===== src/rtl/kugelblitz_pkg.sv =====
// kugelblitz_pkg: shared constants and helpers for the kugelblitz TX pad stage.
// Latency: n/a (package only).
// Backpressure: n/a (package only).
// Contents: default minimum frame length, low-N-bit keep mask, keep popcount.
package kugelblitz_pkg;

  // Only a 512-bit datapath is supported, so keep vectors are 64 bits.
  localparam int unsigned KEEP_W            = 64;
  // Ethernet minimum frame length without FCS.
  localparam int unsigned MIN_FRAME_LEN_DEF = 60;

  // Mask with the low n bits set.
  function automatic logic [KEEP_W-1:0] low_mask(input int unsigned n);
    logic [KEEP_W-1:0] m;
    m = '0;
    for (int unsigned i = 0; i < KEEP_W; i++) begin
      m[i] = (i < n);
    end
    return m;
  endfunction

  // Number of set bits in a keep vector.
  function automatic int unsigned popcount(input logic [KEEP_W-1:0] k);
    int unsigned cnt;
    cnt = 0;
    for (int unsigned i = 0; i < KEEP_W; i++) begin
      if (k[i]) begin
        cnt++;
      end
    end
    return cnt;
  endfunction

endpackage


===== src/rtl/kugelblitz_axis_skid.sv =====
// kugelblitz_axis_skid: generic two-register valid/ready skid buffer.
// Latency: 1 cycle from input accept to m_valid_o; 1 beat/cycle while m_ready_i=1.
// Backpressure: s_ready_o is registered (= NOT temp valid); one extra beat is absorbed on a stall.
// Ports: clk_i, rst_i (sync, active-high); s_valid_i/s_ready_o/s_data_i in;
//        m_valid_o/m_ready_i/m_data_o out. Payload width set by WIDTH.
module kugelblitz_axis_skid #(
  parameter int unsigned WIDTH = 8
) (
  input  logic             clk_i,
  input  logic             rst_i,
  input  logic             s_valid_i,
  output logic             s_ready_o,
  input  logic [WIDTH-1:0] s_data_i,
  output logic             m_valid_o,
  input  logic             m_ready_i,
  output logic [WIDTH-1:0] m_data_o
);

  logic             out_valid_q, out_valid_d;
  logic [WIDTH-1:0] out_data_q,  out_data_d;
  logic             tmp_valid_q, tmp_valid_d;
  logic [WIDTH-1:0] tmp_data_q,  tmp_data_d;
  logic             ready_q,     ready_d;

  logic accept;
  logic out_free;

  assign accept   = s_valid_i & ready_q;
  // The output register can take a new beat if it is empty or draining now.
  assign out_free = m_ready_i | ~out_valid_q;

  always_comb begin
    out_valid_d = out_valid_q;
    out_data_d  = out_data_q;
    tmp_valid_d = tmp_valid_q;
    tmp_data_d  = tmp_data_q;
    if (out_free) begin
      // ready_q is low whenever temp holds a beat, so accept and a
      // temp refill never coincide: temp always drains first.
      if (tmp_valid_q) begin
        out_valid_d = 1'b1;
        out_data_d  = tmp_data_q;
        tmp_valid_d = 1'b0;
      end else if (accept) begin
        out_valid_d = 1'b1;
        out_data_d  = s_data_i;
      end else begin
        out_valid_d = 1'b0;
      end
    end else if (accept) begin
      tmp_valid_d = 1'b1;
      tmp_data_d  = s_data_i;
    end
    ready_d = ~tmp_valid_d;
  end

  always_ff @(posedge clk_i) begin
    if (rst_i) begin
      out_valid_q <= 1'b0;
      out_data_q  <= '0;
      tmp_valid_q <= 1'b0;
      tmp_data_q  <= '0;
      ready_q     <= 1'b0;
    end else begin
      out_valid_q <= out_valid_d;
      out_data_q  <= out_data_d;
      tmp_valid_q <= tmp_valid_d;
      tmp_data_q  <= tmp_data_d;
      ready_q     <= ready_d;
    end
  end

  assign s_ready_o = ready_q;
  assign m_valid_o = out_valid_q;
  assign m_data_o  = out_data_q;

endmodule


===== src/rtl/kugelblitz_tx_pad.sv =====
// kugelblitz_tx_pad: pads short single-beat frames to MIN_FRAME_LEN with zeros, zeroes unkept bytes.
// Latency: 1 cycle input accept to m_axis_tvalid; 1 beat/cycle while m_axis_tready=1.
// Backpressure: registered s_axis_tready via skid buffer; at most one extra beat absorbed on stall.
// Ports: clk, rst (sync, active-high); s_axis_* AXI-Stream in; m_axis_* AXI-Stream out;
//        stat_frame_count / stat_pad_count exist only when KUGELBLITZ_TX_PAD_STATS_EN is defined.
module kugelblitz_tx_pad
  import kugelblitz_pkg::*;
#(
  parameter int unsigned DATA_WIDTH    = 512,
  parameter int unsigned KEEP_WIDTH    = DATA_WIDTH / 8,
  parameter int unsigned USER_WIDTH    = 1,
  parameter int unsigned MIN_FRAME_LEN = MIN_FRAME_LEN_DEF
) (
  input  logic                  clk,
  input  logic                  rst,
  input  logic [DATA_WIDTH-1:0] s_axis_tdata,
  input  logic [KEEP_WIDTH-1:0] s_axis_tkeep,
  input  logic                  s_axis_tvalid,
  output logic                  s_axis_tready,
  input  logic                  s_axis_tlast,
  input  logic [USER_WIDTH-1:0] s_axis_tuser,
  output logic [DATA_WIDTH-1:0] m_axis_tdata,
  output logic [KEEP_WIDTH-1:0] m_axis_tkeep,
  output logic                  m_axis_tvalid,
  input  logic                  m_axis_tready,
  output logic                  m_axis_tlast,
  output logic [USER_WIDTH-1:0] m_axis_tuser
`ifdef KUGELBLITZ_TX_PAD_STATS_EN
  ,
  output logic [31:0]           stat_frame_count,
  output logic [31:0]           stat_pad_count
`endif
);

  if (DATA_WIDTH != 512) begin : g_bad_data_width
    $error("kugelblitz_tx_pad: DATA_WIDTH must be 512");
  end
  if (KEEP_WIDTH * 8 != DATA_WIDTH) begin : g_bad_keep_width
    $error("kugelblitz_tx_pad: KEEP_WIDTH*8 must equal DATA_WIDTH");
  end
  if (MIN_FRAME_LEN > KEEP_WIDTH) begin : g_bad_min_len
    $error("kugelblitz_tx_pad: MIN_FRAME_LEN must not exceed KEEP_WIDTH");
  end

`ifdef KUGELBLITZ_TX_PAD_STATS_EN
  localparam int unsigned FLAG_W = 1;
`else
  localparam int unsigned FLAG_W = 0;
`endif
  localparam int unsigned PW = DATA_WIDTH + KEEP_WIDTH + 1 + USER_WIDTH + FLAG_W;

  logic                  first_beat_q, first_beat_d;
  logic                  accept;
  logic                  pad;
  logic [DATA_WIDTH-1:0] data_masked;
  logic [KEEP_WIDTH-1:0] keep_out;
  logic [PW-1:0]         skid_in;
  logic [PW-1:0]         skid_out;

  assign accept = s_axis_tvalid & s_axis_tready;

  // Acceptance is implied for the payload (only accepted beats enter the
  // buffer), so pad is evaluated without it; first_beat only moves on accept.
  assign pad = first_beat_q & s_axis_tlast &
               (popcount(s_axis_tkeep) < MIN_FRAME_LEN);

  // Unkept bytes are zeroed first; padded bytes sit above the keep boundary
  // and are therefore already zero.
  always_comb begin
    data_masked = '0;
    for (int k = 0; k < int'(KEEP_WIDTH); k++) begin
      data_masked[k*8 +: 8] = s_axis_tkeep[k] ? s_axis_tdata[k*8 +: 8] : 8'h00;
    end
  end

  assign keep_out = s_axis_tkeep | (pad ? low_mask(MIN_FRAME_LEN) : '0);

  always_comb begin
    first_beat_d = first_beat_q;
    if (accept) begin
      first_beat_d = s_axis_tlast;
    end
  end

  always_ff @(posedge clk) begin
    if (rst) begin
      first_beat_q <= 1'b1;
    end else begin
      first_beat_q <= first_beat_d;
    end
  end

`ifdef KUGELBLITZ_TX_PAD_STATS_EN
  logic out_pad;
  assign skid_in = {data_masked, keep_out, s_axis_tlast, s_axis_tuser, pad};
  assign {m_axis_tdata, m_axis_tkeep, m_axis_tlast, m_axis_tuser, out_pad} = skid_out;
`else
  assign skid_in = {data_masked, keep_out, s_axis_tlast, s_axis_tuser};
  assign {m_axis_tdata, m_axis_tkeep, m_axis_tlast, m_axis_tuser} = skid_out;
`endif

  kugelblitz_axis_skid #(
    .WIDTH (PW)
  ) u_skid (
    .clk_i     (clk),
    .rst_i     (rst),
    .s_valid_i (s_axis_tvalid),
    .s_ready_o (s_axis_tready),
    .s_data_i  (skid_in),
    .m_valid_o (m_axis_tvalid),
    .m_ready_i (m_axis_tready),
    .m_data_o  (skid_out)
  );

`ifdef KUGELBLITZ_TX_PAD_STATS_EN
  logic [31:0] frame_cnt_q, frame_cnt_d;
  logic [31:0] pad_cnt_q,   pad_cnt_d;

  // Counted on the output handshake of the last beat; counters wrap.
  always_comb begin
    frame_cnt_d = frame_cnt_q;
    pad_cnt_d   = pad_cnt_q;
    if (m_axis_tvalid && m_axis_tready && m_axis_tlast) begin
      frame_cnt_d = frame_cnt_q + 32'd1;
      if (out_pad) begin
        pad_cnt_d = pad_cnt_q + 32'd1;
      end
    end
  end

  always_ff @(posedge clk) begin
    if (rst) begin
      frame_cnt_q <= '0;
      pad_cnt_q   <= '0;
    end else begin
      frame_cnt_q <= frame_cnt_d;
      pad_cnt_q   <= pad_cnt_d;
    end
  end

  assign stat_frame_count = frame_cnt_q;
  assign stat_pad_count   = pad_cnt_q;
`endif

endmodule


===== config.mk =====
export PLATFORM = sky130hd
export DESIGN_NAME = kugelblitz_tx_pad
export DESIGN_NICKNAME = d
export VERILOG_FILES = /design/src/rtl/kugelblitz_pkg.sv /design/src/rtl/kugelblitz_axis_skid.sv /design/src/rtl/kugelblitz_tx_pad.sv
export SDC_FILE = /design/constraint.sdc
export NUM_CORES = 2
export LEC_CHECK = 0
export ABC_AREA = 1
export ABC_CLOCK_PERIOD_IN_PS = 49100
export BUFFER_PORTS_ARGS = -buffer_cell sky130_fd_sc_hd__buf_2
export CORE_AREA = 2 2 456 458
export CTS_BUF_LIST = sky130_fd_sc_hd__clkbuf_2
export CTS_CLUSTER_SIZE = 8
export DETAILED_ROUTE_END_ITERATION = 7
export DIE_AREA = 0 0 458 460
export PLACE_DENSITY = 0.52
export REMOVE_ABC_BUFFERS = 1
export SYNTH_ARGS = -nofsm -noshare
export SYNTH_HDL_FRONTEND = slang
export SYNTH_SLANG_ARGS = --single-unit

===== constraint.sdc =====
create_clock -name clk -period 49.1 [get_ports clk]
set_input_delay 9.82 -clock clk [delete_from_list [all_inputs] [get_ports clk]]
set_output_delay 9.82 -clock clk [all_outputs]
set_load 0.02 [all_outputs]

### Word level (Yosys, flattened, before mapping)

Index checks and enable logic that the tools add are counted.

* add/subtract/negate cells: 63
* $lt $le $gt $ge: 1
* mux-type cells: 135
* bitwise gates (word level): 8
* reductions and logical operators: 3

Operators with widths (number)
* 32-bit by 1-bit adder with 32-bit output, second input constant: 63
* 32-bit two-way mux: 63
* 578-bit two-way mux: 2
* 8-bit two-way mux: 64
* 64-bit by 60-bit OR with 64-bit output: 1
* 60-bit two-way mux: 1
* 32-bit by 6-bit less-than comparator with 1-bit output, second input constant: 1
* 1-bit two-way mux: 5
* 2-bit AND reduction: 2
* 1-bit bitwise AND: 3
* 1-bit NOT: 3
* 2-bit nonzero test: 1
* 1-bit OR: 1

* register bits after elaboration: 1160
* input bits: 582
* output and inout port bits: 580
* logic and storage cells: 216

### Longest topological paths before layout

* word-level depth: 133
* depth in mapped cells: 219
* mapped depth without buffers: 217

### Modules after synthesis

Synthesis repeated with hierarchy kept, for this count alone.

* cells, all modules: 12613
* area, all modules: 72150.4 um^2

By module, submodules not included
* kugelblitz_axis_skid: times used 1, cells each 8621, area an instance 52990.8 um^2, sequential area each 23202.3 um^2
* kugelblitz_tx_pad: times used 1, cells each 3992, area an instance 19159.6 um^2, sequential area each 20.0 um^2

### Least setup slack after synthesis

Ideal clock, no wire load.

* path type: in2reg
* start point: input port s_axis_tkeep[0]
* end point: register u_skid.tmp_data_q[2]
* library setup time: 0.115 ns
* data arrival time: 39.909 ns
* required time: 48.985 ns
* path slack: 9.076 ns
* stages: 211
* path buffers: 2
* cells stage by stage: inv_1 -> ha_1 -> inv_1 -> nand2_4 -> nand2_4 -> inv_2 -> nand2_1 -> nand3_1 -> and2_1 -> ha_1 -> nand2_1 -> nand2_1 -> ha_1 -> nand2_1 -> nand2_1 -> ha_1 -> nand2_1 -> nand2_1 -> [175 not listed] -> inv_1 -> ha_1 -> nand2_1 -> o21ai_0 -> nand4_1 -> nor2_1 -> nand3_1 -> nor2_1 -> and2_1 -> nand2_1 -> nand2_1 -> nor2_2 -> nand4_2 -> buf_12 -> buf_12 -> nand3_1 -> o211ai_1 -> inv_2

* cells in the longest elaborated chain, start to end: 131

RTL lines
* start, declared: line kugelblitz_tx_pad.sv:17 `input logic [KEEP_WIDTH-1:0] s_axis_tkeep,`
* 1-bit two-way mux: line kugelblitz_pkg.sv:27 `if (k[i]) begin`
* 32-bit by 1-bit adder with 32-bit output: line kugelblitz_pkg.sv:28 `cnt++;`
* 32-bit two-way mux: line kugelblitz_pkg.sv:27
* 32-bit by 1-bit adder with 32-bit output: line kugelblitz_pkg.sv:28
* 32-bit two-way mux: line kugelblitz_pkg.sv:27
* 32-bit by 1-bit adder with 32-bit output: line kugelblitz_pkg.sv:28
* 32-bit two-way mux: line kugelblitz_pkg.sv:27
* 32-bit by 1-bit adder with 32-bit output: line kugelblitz_pkg.sv:28
* [115 not listed]
* 32-bit by 1-bit adder with 32-bit output: line kugelblitz_pkg.sv:28
* 32-bit two-way mux: line kugelblitz_pkg.sv:27
* 32-bit by 1-bit adder with 32-bit output: line kugelblitz_pkg.sv:28
* 32-bit two-way mux: line kugelblitz_pkg.sv:27
* 32-bit by 6-bit less-than comparator with 1-bit output: line kugelblitz_tx_pad.sv:65 `(popcount(s_axis_tkeep) < MIN_FRAME_LEN);`
* 1-bit bitwise AND: line kugelblitz_tx_pad.sv:64 `assign pad = first_beat_q & s_axis_tlast &`
* 60-bit two-way mux: line kugelblitz_tx_pad.sv:76 `assign keep_out = s_axis_tkeep | (pad ? low_mask(MIN_FRAME_LEN) : '0);`
* 64-bit by 60-bit OR with 64-bit output *: line kugelblitz_tx_pad.sv:76
* end signal, assigned: line kugelblitz_axis_skid.sv:68 `tmp_data_q <= tmp_data_d;`
* end, declared: line kugelblitz_axis_skid.sv:22 `logic [WIDTH-1:0] tmp_data_q, tmp_data_d;`

Mark *: on every way between the ends. The rest lies on a longest branch, timed or not.
A chain may end at the register's enable or synchronous reset.

### Worst setup path in the final report

* start point: input port s_axis_tkeep[1]
* end point: register u_skid.out_data_q[9], in the netlist u_skid.m_data_o[9]

* cells in the longest elaborated chain, start to end: 131

RTL lines
* 32-bit two-way mux *: line kugelblitz_pkg.sv:27
* 32-bit by 1-bit adder with 32-bit output: line kugelblitz_pkg.sv:28
* 32-bit two-way mux *: line kugelblitz_pkg.sv:27
* 32-bit by 1-bit adder with 32-bit output: line kugelblitz_pkg.sv:28
* 32-bit two-way mux *: line kugelblitz_pkg.sv:27
* 32-bit by 1-bit adder with 32-bit output: line kugelblitz_pkg.sv:28
* 32-bit two-way mux *: line kugelblitz_pkg.sv:27
* 32-bit by 1-bit adder with 32-bit output: line kugelblitz_pkg.sv:28
* [115 not listed]
* 32-bit by 1-bit adder with 32-bit output: line kugelblitz_pkg.sv:28
* 32-bit two-way mux *: line kugelblitz_pkg.sv:27
* 32-bit by 6-bit less-than comparator with 1-bit output *: line kugelblitz_tx_pad.sv:65
* 1-bit bitwise AND *: line kugelblitz_tx_pad.sv:64
* 60-bit two-way mux *: line kugelblitz_tx_pad.sv:76
* 64-bit by 60-bit OR with 64-bit output *: line kugelblitz_tx_pad.sv:76
* 578-bit two-way mux *: line kugelblitz_axis_skid.sv:44 `end else if (accept) begin`
* 578-bit two-way mux *: line kugelblitz_axis_skid.sv:40 `if (tmp_valid_q) begin`
* end signal, assigned: line kugelblitz_axis_skid.sv:66 `out_data_q <= out_data_d;`
* end, declared: line kugelblitz_axis_skid.sv:20 `logic [WIDTH-1:0] out_data_q, out_data_d;`

Mark *: on every way between the ends. The rest lies on a longest branch, timed or not. The select of a mux whose other input is x is not followed.

==> results.py <==
metrics = {
    "floorplan": {
        "core.rowCount": 167,
        "fp.coreArea_um2": 206000,
        "initial_core_util_pct": 30.0,
        "dieArea_um2": 211000,
        "die_y_um": 460,
        "die_x_um": 458,
        "io_pins": 1162,
    },
    "run_status": {
        "status": "finished clean",
    },
    "logic_synthesis": {
        "netlist.top_cell.by_area": "dfxtp_1",
        "ys_types": 56,
        "synth-edff-count": 0,
        "yosysTopAreaCellShare_pct": 37.5,
        "synth-warning-count": 0,
        "synth-main-ff-cell": "dfxtp_1",
        "syn_area_per_cell_um2": 6.92,
        "ys_seq_elements": 1160,
        "syn-cell-area_um2": 61900,
        "netlist_instances": 8947,
        "synthTopCellsByArea": "dfxtp_1 (38%), nand2_1 (9.8%), o21ai_0 (7.8%)",
        "yosysSeqAreaShare_pct": 37.5,
        "async_reset_ff_share_pct": 0,
    },
    "setup_path": {
        "critPathKind": "in -> reg",
        "cp-end-kind": "flop",
        "arrival_ps": 44310,
        "critical-path-max-stage-delay_ps": 610,
        "cp_slowest_cell": "buf_4",
        "required_ps": 50570,
        "cp_common_cell": "nand2_1",
        "critPathMaxFanout": 51,
        "crit_path_start_kind": "primary input",
    },
    "sta": {
        "rsz0062_at_grt": "false",
        "slew_headroom_pct": 23.7,
        "worstMarginPinSlew_ps": 1140,
        "hold_viol_final": 0,
        "min_period_ps": 42840,
        "maxSlewViolCount": 0,
        "max_freq_ghz": 0.0233,
        "finClkSkew_ps": 161,
        "setup_viol_count_final": 0,
        "fin_crit_sh_pct": 87.3,
    },
    "cts": {
        "clk_pin_slew_ps": 100,
        "ctsResizeCount": 0,
        "cts_hold_buffers": 0,
        "clock_sinks": 1160,
        "clockBufferDepth": 4,
        "postCtsSetupBuffers": 0,
        "cts_tree": "done",
        "insertion_delay_ps": 1770,
        "numCtsBuffers": 346,
        "root_buffer": "clkbuf_2",
        "htreeDepth": 5,
    },
    "placement": {
        "io_buffer_count": 1161,
        "placed_area_um2": 68500,
        "hpwl_um": 158000,
        "gp_congestion": 0.871,
    },
    "route": {
        "via_per_inst": 5.02,
        "wl_met2_um": 107000,
        "num_vias": 64510,
        "wl_met3_um": 16000,
        "ant_nets": 0,
        "wl_met1_um": 99600,
        "avgRoutedWirePerCell_um": 18.0,
        "dr.first_iter.drc_count": 4320,
        "drt_pass1_iterations": 6,
        "drt_wl_total_um": 231000,
        "dr.max_layer_used": "met5",
        "drc": 0,
    },
    "job": {
        "drv_cap": 0,
    },
    "layout": {
        "final_core_util_pct": 34.7,
        "multi_input_area_um2": 33300,
        "design_area_um2": 71500,
        "final_common_cell": "nand2_1",
        "area_growth_pct": 15.5,
        "fin_nets": 10507,
        "mostFrequentLayoutCells": "nand2_1 (1610), buf_2 (1160), dfxtp_1 (1159)",
        "fillCellCount": 22559,
        "seqCellArea_um2": 23200,
        "layout-drive-gt1-share_pct": 24.0,
    },
    "power_and_ir_drop": {
        "power_leakage_nw": 33.3,
        "finalPower_mw": 3.49,
        "p_per_area_nw_per_um2": 48.9,
        "irDropWorstVdd_v": 0.0000545,
    },
    "global_route": {
        "grt_pass1_vias": 60102,
        "grt_max_degree": 232,
        "grt.overflow.total": 0,
        "antenna_found_initial": 82,
        "grt.total_usage_pct": 20.8,
        "grt_pass1_wl_um": 350000,
    },
    "worst_hold_path": {
        "hold_path.class": "reg -> reg",
    },
}
state kept, by name, summed over array words and instances, names as in the netlist:
register / cells
u_skid.m_valid_o: 1
u_skid.tmp_data_q: 578
first_beat_q: 1
u_skid.m_data_o: 578
u_skid.s_ready_o: 1
u_skid.tmp_valid_q: 1
path summary, 6_finish.rpt:
path | cells past startpoint | slack [ps] | start | endpoint
setup / recovery | 209 | 6260 | s_axis_tkeep[1] | u_skid.m_data_o[9]$_SDFFE_PP0P_
setup reg to reg | 10 | 42150 | u_skid.tmp_valid_q$_SDFF_PP0_ | u_skid.m_data_o[335]$_SDFFE_PP0P_
hold / removal | 2 | 320 | u_skid.tmp_data_q[239]$_SDFFE_PP0P_ | u_skid.m_data_o[239]$_SDFFE_PP0P_
hold reg to reg | 2 | 320 | u_skid.tmp_data_q[239]$_SDFFE_PP0P_ | u_skid.m_data_o[239]$_SDFFE_PP0P_
synthesized netlist by cell type (26+ instances only):
master	n
a211oi_1	31
a21oi_1	947
a21oi_2	40
a31oi_1	312
buf_6	26
clkbuf_1	517
dfxtp_1	1160
ha_1	64
inv_1	522
inv_2	60
nand2_1	1611
nand2_2	250
nand2_4	49
nand3_1	951
nand3_2	173
nand3_4	28
nand3b_1	62
nand4_1	39
nor2_1	856
nor2_2	42
o211ai_1	50
o21ai_0	960
cells by family after synthesis:
family / count (synthesis) / synth area share (%)
XOR/XNOR: 3 / 0.0425
adder cells (fa/ha/maj): 64 / 1.29
AND/OR/NAND/NOR: 4119 / 31.9
flip-flops: 1160 / 37.5
buffers and inverters: 1227 / 8.62
AO/OA/AOI/OAI: 2374 / 20.6
per-stage QoR:
stage                     setup WS (ps)  instances  hold slack, ps  setup TNS (ps)
after CTS                          6480      12775             323               0
after global routing               3330      12819             361               0
final                              6260      12838             319               0
after global placement             5240      12217             444               0
after floorplan                   -5600       8307             429        -1690570
after detailed placement           4570      12217             445               0
report_power, final:
group | internal, mW | switching, mW | leakage (nW)
Clock | 0.287 | 0.438 | 2.24
Combinational | 0.520 | 1.22 | 21.6
Sequential | 0.996 | 0.0284 | 9.46
layer usage:
metal | vias to the layer above | GRT usage [%]
li1 | 32258 | -
met1 | 29941 | 25.6
met2 | 1797 | 33.8
met3 | 478 | 5.80
met4 | 36 | 9.07
met5 | - | 0
critical path, delay by kind of cell:
kind                       cells  cell delay [ps]
adders and majority gates     56            16350
and+or+nand+nor              119            13050
AOI/OAI and AO/OA             13             2700
buffers and inverters         21             2280
layout make-up:
| cell class | count | area share, % |
|---|---|---|
| sequential | 1160 | 32.5 |
| inverter | 587 | 3.14 |
| antenna | 63 | 0.221 |
| timing repair buffer | 1206 | 8.76 |
| multi-input combinational | 6560 | 46.7 |
| clock inverter | 62 | 0.506 |
| tap | 2704 | 4.73 |
| clock buffer | 496 | 3.47 |
Power figures use the tool's default switching activity.
